`src/rtl/stream_sub_min_if.sv`:
```
// Operand/result stream bundle for stream_sub_min.
// Master drives operands and out_ready; slave returns in_ready and results.
// Widths follow the WIDTH/CNT_W parameters of the instance.
interface stream_sub_min_if #(
  parameter int WIDTH = 8,
  parameter int CNT_W = 16
);
  logic             in_valid;
  logic             in_ready;
  logic [WIDTH-1:0] in_a;
  logic [WIDTH-1:0] in_b;
  logic             in_last;
  logic             out_valid;
  logic             out_ready;
  logic [WIDTH-1:0] out_diff;
  logic [WIDTH-1:0] out_min;
  logic [WIDTH-1:0] out_run_min;
  logic [CNT_W-1:0] out_count;
  logic             out_last;

  modport master (
    output in_valid, in_a, in_b, in_last, out_ready,
    input  in_ready, out_valid, out_diff, out_min, out_run_min, out_count, out_last
  );

  modport slave (
    input  in_valid, in_a, in_b, in_last, out_ready,
    output in_ready, out_valid, out_diff, out_min, out_run_min, out_count, out_last
  );
endinterface

```
`src/rtl/stream_sub_min.sv`:
```
// Streaming a-b, signed min, and per-frame running min / saturating beat count.
// Latency 2 cycles (S1 operands, S2 output regs), throughput 1 beat/cycle.
// Fully back-pressured: in_ready = !s1_valid || !s2_valid || out_ready (comb).
module stream_sub_min #(
  parameter int WIDTH = 8,
  parameter int CNT_W = 16
) (
  input  logic             clk,
  input  logic             rst,
  stream_sub_min_if.slave  bus
);

  typedef enum logic {ST_FIRST, ST_IN_FRAME} frame_st_e;

  localparam logic [CNT_W-1:0] CNT_MAX = '1;
  localparam logic [CNT_W-1:0] CNT_ONE = CNT_W'(1);

  // Stage 1 registers
  logic             s1_valid_q;
  logic [WIDTH-1:0] s1_diff_q;
  logic [WIDTH-1:0] s1_min_q;
  logic             s1_last_q;

  // Stage 2 (output) registers
  logic             s2_valid_q;
  logic [WIDTH-1:0] diff_q;
  logic [WIDTH-1:0] min_q;
  logic [WIDTH-1:0] run_min_q, run_min_d;
  logic [CNT_W-1:0] count_q, count_d;
  logic             last_q;

  frame_st_e        state_q, state_d;

  logic             adv1, adv2, in_fire, mv12;
  logic [WIDTH-1:0] in_min;

  // Stall chain: S2 frees when empty or draining; S1 frees when empty or S2 frees.
  assign adv2    = !s2_valid_q || bus.out_ready;
  assign adv1    = !s1_valid_q || adv2;
  assign in_fire = bus.in_valid && adv1;
  assign mv12    = s1_valid_q && adv2;

  // Ties resolve to a.
  assign in_min = ($signed(bus.in_b) < $signed(bus.in_a)) ? bus.in_b : bus.in_a;

  // Stage 1: capture difference and min of the accepted pair.
  always_ff @(posedge clk) begin
    if (rst) begin
      s1_valid_q <= 1'b0;
      s1_diff_q  <= '0;
      s1_min_q   <= '0;
      s1_last_q  <= 1'b0;
    end else if (adv1) begin
      s1_valid_q <= bus.in_valid;
      if (in_fire) begin
        s1_diff_q <= bus.in_a - bus.in_b;
        s1_min_q  <= in_min;
        s1_last_q <= bus.in_last;
      end
    end
  end

  // Frame state register.
  always_ff @(posedge clk) begin
    if (rst) begin
      state_q <= ST_FIRST;
    end else begin
      state_q <= state_d;
    end
  end

  // Frame next-state plus running min / saturating count for the beat moving S1->S2.
  always_comb begin
    state_d   = state_q;
    run_min_d = run_min_q;
    count_d   = count_q;
    if (mv12) begin
      if (state_q == ST_FIRST) begin
        run_min_d = s1_min_q;
        count_d   = CNT_ONE;
      end else begin
        run_min_d = ($signed(s1_min_q) < $signed(run_min_q)) ? s1_min_q : run_min_q;
        count_d   = (count_q == CNT_MAX) ? count_q : count_q + CNT_ONE;
      end
      state_d = s1_last_q ? ST_FIRST : ST_IN_FRAME;
    end
  end

  // Stage 2: output registers, held while the sink stalls.
  always_ff @(posedge clk) begin
    if (rst) begin
      s2_valid_q <= 1'b0;
      diff_q     <= '0;
      min_q      <= '0;
      run_min_q  <= '0;
      count_q    <= '0;
      last_q     <= 1'b0;
    end else if (adv2) begin
      s2_valid_q <= s1_valid_q;
      if (mv12) begin
        diff_q    <= s1_diff_q;
        min_q     <= s1_min_q;
        run_min_q <= run_min_d;
        count_q   <= count_d;
        last_q    <= s1_last_q;
      end
    end
  end

  assign bus.in_ready    = adv1;
  assign bus.out_valid   = s2_valid_q;
  assign bus.out_diff    = diff_q;
  assign bus.out_min     = min_q;
  assign bus.out_run_min = run_min_q;
  assign bus.out_count   = count_q;
  assign bus.out_last    = last_q;

endmodule

```
`src/flat_wrapper.sv`:
```
// flat-port wrapper written by rule: the top's interface ports become plain ports
module stream_sub_min_flat 
#(
  parameter int WIDTH = 8,
  parameter int CNT_W = 16
)
  (clk, rst, bus_in_valid, bus_in_a, bus_in_b, bus_in_last, bus_out_ready, bus_in_ready, bus_out_valid, bus_out_diff, bus_out_min, bus_out_run_min, bus_out_count, bus_out_last);
  stream_sub_min_if #(.WIDTH(WIDTH), .CNT_W(CNT_W)) bus_i ();
  input  logic clk;
  input  logic rst;
  input wire logic [$bits(bus_i.in_valid)-1:0] bus_in_valid;
  input wire logic [$bits(bus_i.in_a)-1:0] bus_in_a;
  input wire logic [$bits(bus_i.in_b)-1:0] bus_in_b;
  input wire logic [$bits(bus_i.in_last)-1:0] bus_in_last;
  input wire logic [$bits(bus_i.out_ready)-1:0] bus_out_ready;
  output wire logic [$bits(bus_i.in_ready)-1:0] bus_in_ready;
  output wire logic [$bits(bus_i.out_valid)-1:0] bus_out_valid;
  output wire logic [$bits(bus_i.out_diff)-1:0] bus_out_diff;
  output wire logic [$bits(bus_i.out_min)-1:0] bus_out_min;
  output wire logic [$bits(bus_i.out_run_min)-1:0] bus_out_run_min;
  output wire logic [$bits(bus_i.out_count)-1:0] bus_out_count;
  output wire logic [$bits(bus_i.out_last)-1:0] bus_out_last;
  assign bus_i.in_valid = bus_in_valid;
  assign bus_i.in_a = bus_in_a;
  assign bus_i.in_b = bus_in_b;
  assign bus_i.in_last = bus_in_last;
  assign bus_i.out_ready = bus_out_ready;
  assign bus_in_ready = bus_i.in_ready;
  assign bus_out_valid = bus_i.out_valid;
  assign bus_out_diff = bus_i.out_diff;
  assign bus_out_min = bus_i.out_min;
  assign bus_out_run_min = bus_i.out_run_min;
  assign bus_out_count = bus_i.out_count;
  assign bus_out_last = bus_i.out_last;
  stream_sub_min #(.WIDTH(WIDTH), .CNT_W(CNT_W)) u_core (.clk(clk), .rst(rst), .bus(bus_i));
endmodule
```
`config.mk`:
```
export PLATFORM = sky130hd
export DESIGN_NAME = stream_sub_min_flat
export DESIGN_NICKNAME = d
export VERILOG_FILES = /design/src/rtl/stream_sub_min_if.sv /design/src/rtl/stream_sub_min.sv /design/src/flat_wrapper.sv
export SDC_FILE = /design/constraint.sdc
export NUM_CORES = 1
export LEC_CHECK = 0
export CORE_MARGIN = 3
export CORE_UTILIZATION = 53
export CTS_BUF_LIST = sky130_fd_sc_hd__clkbuf_8
export CTS_CLUSTER_SIZE = 20
export DETAILED_ROUTE_END_ITERATION = 12
export PLACE_DENSITY = 0.87
export SYNTH_ARGS = -nofsm -noshare
export SYNTH_HDL_FRONTEND = slang
export SYNTH_SLANG_ARGS = --single-unit
```
`constraint.sdc`:
```
create_clock -name clk -period 2.2 [get_ports clk]
set_input_delay 0.44 -clock clk [delete_from_list [all_inputs] [get_ports clk]]
set_output_delay 0.44 -clock clk [all_outputs]
set_load 0.01 [all_outputs]
```
# After elaboration in Yosys (flattened, before gate mapping)

Index checks and enable logic that the tools add are counted.

Equal/unequal tests: 3
Magnitude comparators: 2
Multiplexer cells: 6
Reduce and logical (&&, ||, !) cells: 10
$add $sub $neg: 2

Operators with widths:

| kind                    | count |
|---|---|
| $mux W16                | 2 |
| $mux W8                 | 3 |
| $add A16 B1 Y16 const B | 1 |
| $eq A16 B16 Y1 const B  | 1 |
| $lt A8 B8 Y1            | 2 |
| $sub A8 B8 Y8           | 1 |
| $reduce_and A3 Y1       | 2 |
| $ne A2 B2 Y1 const B    | 2 |
| $reduce_and A2 Y1       | 2 |
| $logic_and A1 B1 Y1     | 2 |
| $logic_not A1 Y1        | 2 |
| $logic_or A1 B1 Y1      | 2 |
| $mux W1                 | 1 |

Logic and storage cells: 34
Flip-flop bits (word level): 61

# Logic depth before layout (Yosys ltp)

Gate-level depths: netlist of run 1.

Depth in word-level cells: 5
Gate-level depth with buffers: 8
Depth with buffers taken out: 8

# Worst setup path after synthesis of run 1

OpenSTA, ideal clock, no wires.

Path kind: input port to flip-flop
From: input port bus_in_b[6]
To: register u_core.s1_min_q[3]
Setup slack: 0.142 ns
Stages on the path: 6
Data required time: 2.063 ns
Arrival: 1.921 ns
Path buffers: 0
Cell sequence: inv_1 -> ha_1 -> a2111o_1 -> o311a_2 -> o21ai_0 -> a31oi_1

Cells in the longest elaborated chain, start to end: 2

Ends and longest elaborated chain:

| item                 | RTL line             | source |
|---|---|---|
| start, declared      | flat_wrapper.sv:13   | `input wire logic [$bits(bus_i.in_b)-1:0] bus_in_b;` |
| $lt A8 B8 Y1         | stream_sub_min.sv:44 | `assign in_min = ($signed(bus.in_b) < $signed(bus.in_a)) ? bus.in_b : bus.in_a;` |
| $mux W8              | stream_sub_min.sv:44 |  |
| end signal, assigned | stream_sub_min.sv:57 | `s1_min_q <= in_min;` |
| end, declared        | stream_sub_min.sv:21 | `logic [WIDTH-1:0] s1_min_q;` |

Every way passes these cells.
A chain may end at the register's enable or synchronous reset.

# Worst setup path in the final report of run 1

From: input port bus_in_b[1]
To: register u_core.s1_diff_q[5]

Cells in the longest elaborated chain, start to end: 1

Ends and longest elaborated chain:

| item                 | RTL line             | source |
|---|---|---|
| $sub A8 B8 Y8        | stream_sub_min.sv:56 | `s1_diff_q <= bus.in_a - bus.in_b;` |
| end signal, assigned | stream_sub_min.sv:56 |  |
| end, declared        | stream_sub_min.sv:20 | `logic [WIDTH-1:0] s1_diff_q;` |

Every way passes these cells.

==> metrics.csv, run 1 <==
stage,metric,value,unit
yosys,async_reset_ff_share,0,%
power_and_ir_drop,total_power,2.84,mW
routing,wirelength,9030,um
clock_network,cts_tree,built,
yosys,avgSynthCellArea,8.16,um^2
worst_setup_path,crit_fanout,3,
worst_setup_path,timing.rr.start,u_core.bus.out_run_min[2],
place,place.detailed.hpwl,6430,um
global_route,grt_pass1_wl,14600,um
power_and_ir_drop,p_per_area,635,nW/um^2
yosys,ys.flop_type,dfxtp_1,
final_layout,areaGrowthSynthToFinish,40.2,%
clock_network,clk_latency,0.34,ns
sta,tightest_slew,0.433,ns
final_layout,post-route-util,79.0,%
routing,top_layer_used,met4,
global_route,grt_use_total,25.6,%
worst_setup_path,rrSetupSlack,0.11,ns
routing,viasPerCell,5.71,
final_layout,layout.nets,541,
sta,fin_crit,2.16,ns
routing,ant_nets,0,
yosys,synth_edf_count,0,
clock_network,cts_root_buf,clkbuf_8,
yosys,syn-instance-count,392,
global_route,grt_pass1_vias,3222,
power_and_ir_drop,max-vdd-ir-drop,461,uV
floorplan,io_pins,64,
final_layout,drive_above_1_share,15.4,%
routing,drc,0,
yosys,yosys.area.top_type_share,38.2,%
floorplan,die_y,83.7,um
place,io_buffers,63,
routing,met3_length,472,um
sta,max_freq,0.464,GHz
worst_setup_path,start_kind,input pin,
clock_network,htreeDepth,3,
routing,dr_wl_met2,4620,um
routing,wire_per_inst,15.8,um
sta,finalSetupViolations,0,
yosys,synth_seq_area_share,38.2,%
worst_setup_path,timing.rr.end,u_core.bus.out_run_min[5],
yosys,syn-num-nets,437,
floorplan,core_area,5680,um^2
yosys,synth.distinct_cells,45,
yosys,synth_area_leaders,"dfxtp_1 38%, ha_1 9.0%, nand2_1 7.7%",
sta,fin_skew,0.00913,ns
sta,hold_viol,0,
clock_network,clock-sinks,61,
status,status,"complete, no violations",
worst_setup_path,critPathLaunch,bus_in_b[1],
run,maxCapViolCount,0,
sta,finalCritPeriodShare,98.0,%
floorplan,die_x,83.7,um
global_route,grt_max_degree,27,
worst_setup_path,worstPathRequired,2.43,ns
power_and_ir_drop,total_leakage_power,1.76,nW
yosys,yosysTopAreaCell,dfxtp_1,
sta,slew_headroom,71.0,%
sta,slew_viol_final,0,
routing,wl_met1,3540,um
final_layout,antenna-diode-count,0,
routing,drtIter0Drc,144,
clock_network,cts_inserted_buffers,9,
routing,vias,3273,
worst_setup_path,critPathCapture,u_core.s1_diff_q[5],
worst_setup_path,critPathCaptureType,flip-flop,
hold_path,hold_class,reg2reg,
place,routabilityCongestion,0.901,
worst_setup_path,worstRegToRegCells,8,
yosys,synth_warnings,0,
yosys,synthTopCellsByCount,"66 x nand2_1, 61 x dfxtp_1, 30 x a21oi_1, 30 x inv_1, 25 x nor2_1",
clock_network,clock_path_buffers,2,
global_route,antenna_found_initial,0,
worst_setup_path,critical_path_class,in2reg,
floorplan,initial_core_util,56.3,%
yosys,netlist_area,3200,um^2
routing,drtPass1Iterations,4,
yosys,yosys_register_bits,61,
global_route,grt_overflow_total,0,
floorplan,rows,27,
yosys,synth.most_common_cell,nand2_1,
worst_setup_path,crit_arrival,2.38,ns
floorplan,fp.dieArea,7000,um^2
clock_network,path_clk_slew,0.07,ns
## what timing repair did
action                     in CTS  in global routing
hold buffers                    0                  0
buffers inserted                2                  3
setup endpoints to repair       9                 13
pin swaps                       3                  6
resized for setup               4                 13
## how the worst min path moves through the flow
stage                           from                      to  slack (ns)  depth (start not counted)
2_1_floorplan    u_core.s1_diff_q[7]  u_core.bus.out_diff[7]        0.43                          2
3_3_place_gp     u_core.s1_diff_q[3]     u_core.s1_diff_q[3]        0.44                          2
3_5_place_dp     u_core.bus.out_last     u_core.bus.out_last        0.45                          2
4_1_cts          u_core.bus.out_last     u_core.bus.out_last        0.45                          2
5_1_grt        u_core.bus.out_min[6]   u_core.bus.out_min[6]        0.47                          2
6_report         u_core.bus.out_last     u_core.bus.out_last        0.45                          2
## state kept, by name, indices dropped and copies added, names as in the netlist
signal,cells
u_core.bus.out_run_min,8
u_core.bus.out_min,8
u_core.s1_last_q,1
u_core.bus.out_count,16
u_core.bus.out_valid,1
u_core.s1_diff_q,8
u_core.s1_min_q,8
u_core.bus.out_diff,8
u_core.state_q,1
u_core.s1_valid_q,1
u_core.bus.out_last,1
## layer usage
metal | global-route usage [%] | vias up
met1 | 27.3 | 1537
met5 | 0 | -
li1 | - | 1567
met4 | 16.8 | 0
met2 | 44.9 | 134
met3 | 5.73 | 35
## final cells by class
type                    count  area (um^2)
repair buffers            109          987
well taps                  72         90.1
fillers                   387         1190
multi-input cells         285         1850
inverters                  30          113
clock buffers              11          151
clock inverters             5         73.8
flip-flops and latches     61         1220
## power breakdown
| part | internal, mW | switching, mW | total [mW] |
|---|---|---|---|
| clock | 0.692 | 0.425 | 1.12 |
| sequential | 1.15 | 0.0448 | 1.20 |
| combinational | 0.263 | 0.266 | 0.529 |
## placed cells by master (no fill, tap or decap), types with 2 or more instances in the layout
cell and instances:
nand2_1 66, dfxtp_1 61, clkdlybuf4s50_1 60, buf_4 45, inv_1 31, a21oi_1 28, nor2_1 25, ha_1 20
o21ai_0 18, xnor2_1 15, nand3_1 14, clkbuf_8 11, a31oi_1 10, mux2i_1 8, nor3_1 7, a211oi_1 6
nand2b_1 6, nand4_1 5, nor4_1 5, or3_1 4, o21ai_1 4, nor4b_1 3, nor2b_1 3, dlymetal6s2s_1 3
nand3b_1 2, and2_1 2, o21a_1 2, or2_2 2, a211o_1 2, o2111ai_1 2, a21oi_2 2, a31o_2 2
o31a_1 2, ha_2 2, clkinv_2 2, bufinv_16 2
## worst max-delay path, cell delays in order
cell and delay [ns]:
clkdlybuf4s50_1 0.51, inv_1 0.06, ha_1 0.31, nand2b_1 0.11
a21oi_1 0.09, or4_1 0.47, nor4b_2 0.17, a31o_2 0.23
## kinds of logic after synthesis
| kind of cell | count (synthesis) | share of synthesized area, % |
|---|---|---|
| AND/OR/NAND/NOR | 151 | 22.5 |
| AO/OA/AOI/OAI | 87 | 17.7 |
| flip-flops | 61 | 38.2 |
| buffers and inverters | 46 | 5.44 |
| adder cells (fa/ha/maj) | 24 | 9.63 |
| XOR/XNOR | 15 | 4.11 |
| multiplexers | 8 | 2.50 |
## through the flow
stage          hold slack (ns)  setup WS, ns  instances  setup TNS [ns]  instance area [um^2]
2_1_floorplan            0.432         0.142        392               0                  3200
3_3_place_gp             0.441        -0.346        552           -3.54                  4160
3_5_place_dp             0.446        -0.500        552           -4.52                  4160
4_1_cts                  0.454       0.00107        570               0                  4410
5_1_grt                  0.471      -0.00687        573         -0.0115                  4480
6_report                 0.454        0.0449        573               0                  4480
(Power assumes the default switching activity.)
==> run 2: changes to the inputs <==
- CAP_MARGIN: default -> 30
==> results of run 2 <==
Final layout, timing and power as in run 1 (identical DEF).
==> run 3: changes to the inputs <==
- PLACE_DENSITY: 0.87 -> 0.82
==> run 3 against run 2 <==
  * Final area about the same
  * Clock-buffer cell count down 1
  * Critical endpoint is now u_core.s1_min_q[5]
  * Routed wire length down 4.3%
  * Worst setup slack worse by 0.019 ns
  * Critical path type unchanged
==> metrics.csv, run 3 (synthesis gave the netlist of run 1 again) <==
stage,metric,value,unit
clock_network,cts_tree,built,
worst_setup_path,critPathCaptureType,flip-flop,
worst_setup_path,start_kind,input pin,
final_layout,antenna-diode-count,0,
global_route,grt_overflow_total,0,
global_route,grt_use_total,24.7,%
final_layout,multi_input_area,1860,um^2
final_layout,post-route-util,79.0,%
global_route,antenna_found_initial,0,
worst_setup_path,rrSetupSlack,0.08,ns
floorplan,io_pins,64,
final_layout,regArea,1220,um^2
place,io_buffers,63,
worst_setup_path,worstPathRequired,2.41,ns
routing,viasPerCell,5.65,
global_route,grt_max_degree,25,
sta,fin_skew,0.0105,ns
final_layout,areaGrowthSynthToFinish,40.3,%
place,routabilityCongestion,0.918,
sta,finalCritPeriodShare,98.8,%
clock_network,path_clk_slew,0.07,ns
sta,layout_setup_ws,0.0261,ns
worst_setup_path,path_buf_inv,1,
routing,wirelength,8650,um
final_layout,layout_common_cells,"66 x nand2_1, 61 x dfxtp_1, 58 x clkdlybuf4s50_1, 43 x buf_4, 30 x inv_1",
clock_network,clk_latency,0.34,ns
floorplan,die_y,83.7,um
routing,vias,3219,
clock_network,cts_inserted_buffers,9,
worst_setup_path,max_stage_delay,0.48,ns
global_route,grt_pass1_wl,14200,um
floorplan,core_area,5680,um^2
final_layout,layout.nets,539,
routing,drtIter0Drc,160,
floorplan,fp.dieArea,7000,um^2
place,place.detailed.hpwl,6160,um
final_layout,n_fill_cell,397,
clock_network,clock_path_buffers,2,
sta,fin_crit,2.17,ns
worst_setup_path,crit_arrival,2.38,ns
sta,hold_viol,0,
final_layout,design_area,4480,um^2
power_and_ir_drop,p_per_area,625,nW/um^2
final_layout,largest_reg_flops,16,
place,placed_area,4170,um^2
power_and_ir_drop,total_leakage_power,1.76,nW
clock_network,clock-sinks,61,
sta,slew_headroom,67.0,%
sta,tightest_slew,0.493,ns
run,maxCapViolCount,0,
clock_network,cts_root_buf,clkbuf_8,
worst_setup_path,worstPathCellList,clkdlybuf4s50_1 -> ha_2 -> a2111o_1 -> o311a_4 -> o21ai_0 -> a31oi_1,
hold_path,hold_class,reg2reg,
worst_setup_path,crit_fanout,7,
clock_network,postCtsHoldBufs,0,
worst_setup_path,path_delay_family,compound AO/OA/AOI/OAI gates,
floorplan,die_x,83.7,um
floorplan,rows,27,
sta,finalSetupViolations,0,
routing,wire_per_inst,15.2,um
status,status,"complete, no violations",
final_layout,drive_above_1_share,15.3,%
routing,ant_nets,0,
worst_setup_path,slowest_stage,clkdlybuf4s50_1,
final_layout,final_common_cell,nand2_1,
power_and_ir_drop,max-vdd-ir-drop,503,uV
routing,drc,0,
floorplan,initial_core_util,56.3,%
routing,drtPass1Iterations,4,
sta,slew_viol_final,0,
sta,max_freq,0.460,GHz
global_route,grt_pass1_vias,3052,
worst_setup_path,critical_path_class,in2reg,
clock_network,htreeDepth,3,
place,place_ws,-0.470,ns
-- run 3: cell count changes in the layout (fill, tap and decap cells not counted), sizes merged --
cell	before	now
buf	46	44
clkinvlp	0	1
dlymetal6s2s	3	5
clkdlybuf4s50	60	58
clkinv	2	1
clkbuf	11	10
-- run 3: per-layer routing --
metal  global-route usage (%)  part of all wire (%)  up-vias
met4                     7.60                   1.9        0
met2                     43.8                    50      109
met5                        0                     0        -
met3                     6.61                   4.9       14
li1                         -                     -     1566
met1                     28.8                    43     1530
-- run 3: final timing paths --
check                           cells after the start                         to                       from
worst max-delay path                                6         u_core.s1_min_q[5]                bus_in_b[5]
worst min-delay path                                2        u_core.s1_diff_q[2]        u_core.s1_diff_q[2]
worst max register to register                      8  u_core.bus.out_run_min[6]  u_core.bus.out_run_min[2]
worst min register to register                      2        u_core.s1_diff_q[2]        u_core.s1_diff_q[2]
-- run 3: final cells by class --
type | count | area share [%]
Clock buffer | 10 | 3.07
Clock inverter | 5 | 1.70
Inverter | 30 | 2.51
Timing Repair Buffer | 107 | 22.0
Tap cell | 72 | 2.01
Multi-Input combinational cell | 285 | 41.5
Sequential cell | 61 | 27.2
-- run 3: tightest hold or removal path: cells and delay by family (launching register included) --
| family | cells | cell delay (ns) |
|---|---|---|
| AOI/OAI and AO/OA | 1 | 0.05 |
| and+or+nand+nor | 1 | 0.05 |
| DFF | 1 | 0.31 |
-- run 3: repair_timing --
action / 4_1_cts / 5_1_grt
resized for setup: 6 / 14
setup endpoints to repair: 9 / 11
buffers inserted: 0 / 2
pin swaps: 5 / 8
-- run 3: report_power, final --
group,internal [mW],total (mW),switching (mW)
combinational,0.262,0.523,0.261
clock,0.656,1.08,0.428
sequential,1.15,1.20,0.0432
total,2.07,2.80,0.732
-- run 3: metrics by stage --
| step | power (mW) | hold slack (ns) | std cells | setup TNS, ns |
|---|---|---|---|---|
| after floorplan | 1.48 | 0.432 | 392 | 0 |
| after global placement | 1.69 | 0.441 | 553 | -3.63 |
| after detailed placement | 1.71 | 0.445 | 553 | -4.22 |
| after CTS | 2.79 | 0.456 | 568 | 0 |
| after global routing | 2.92 | 0.481 | 570 | -0.281 |
| final | 2.80 | 0.454 | 570 | 0 |
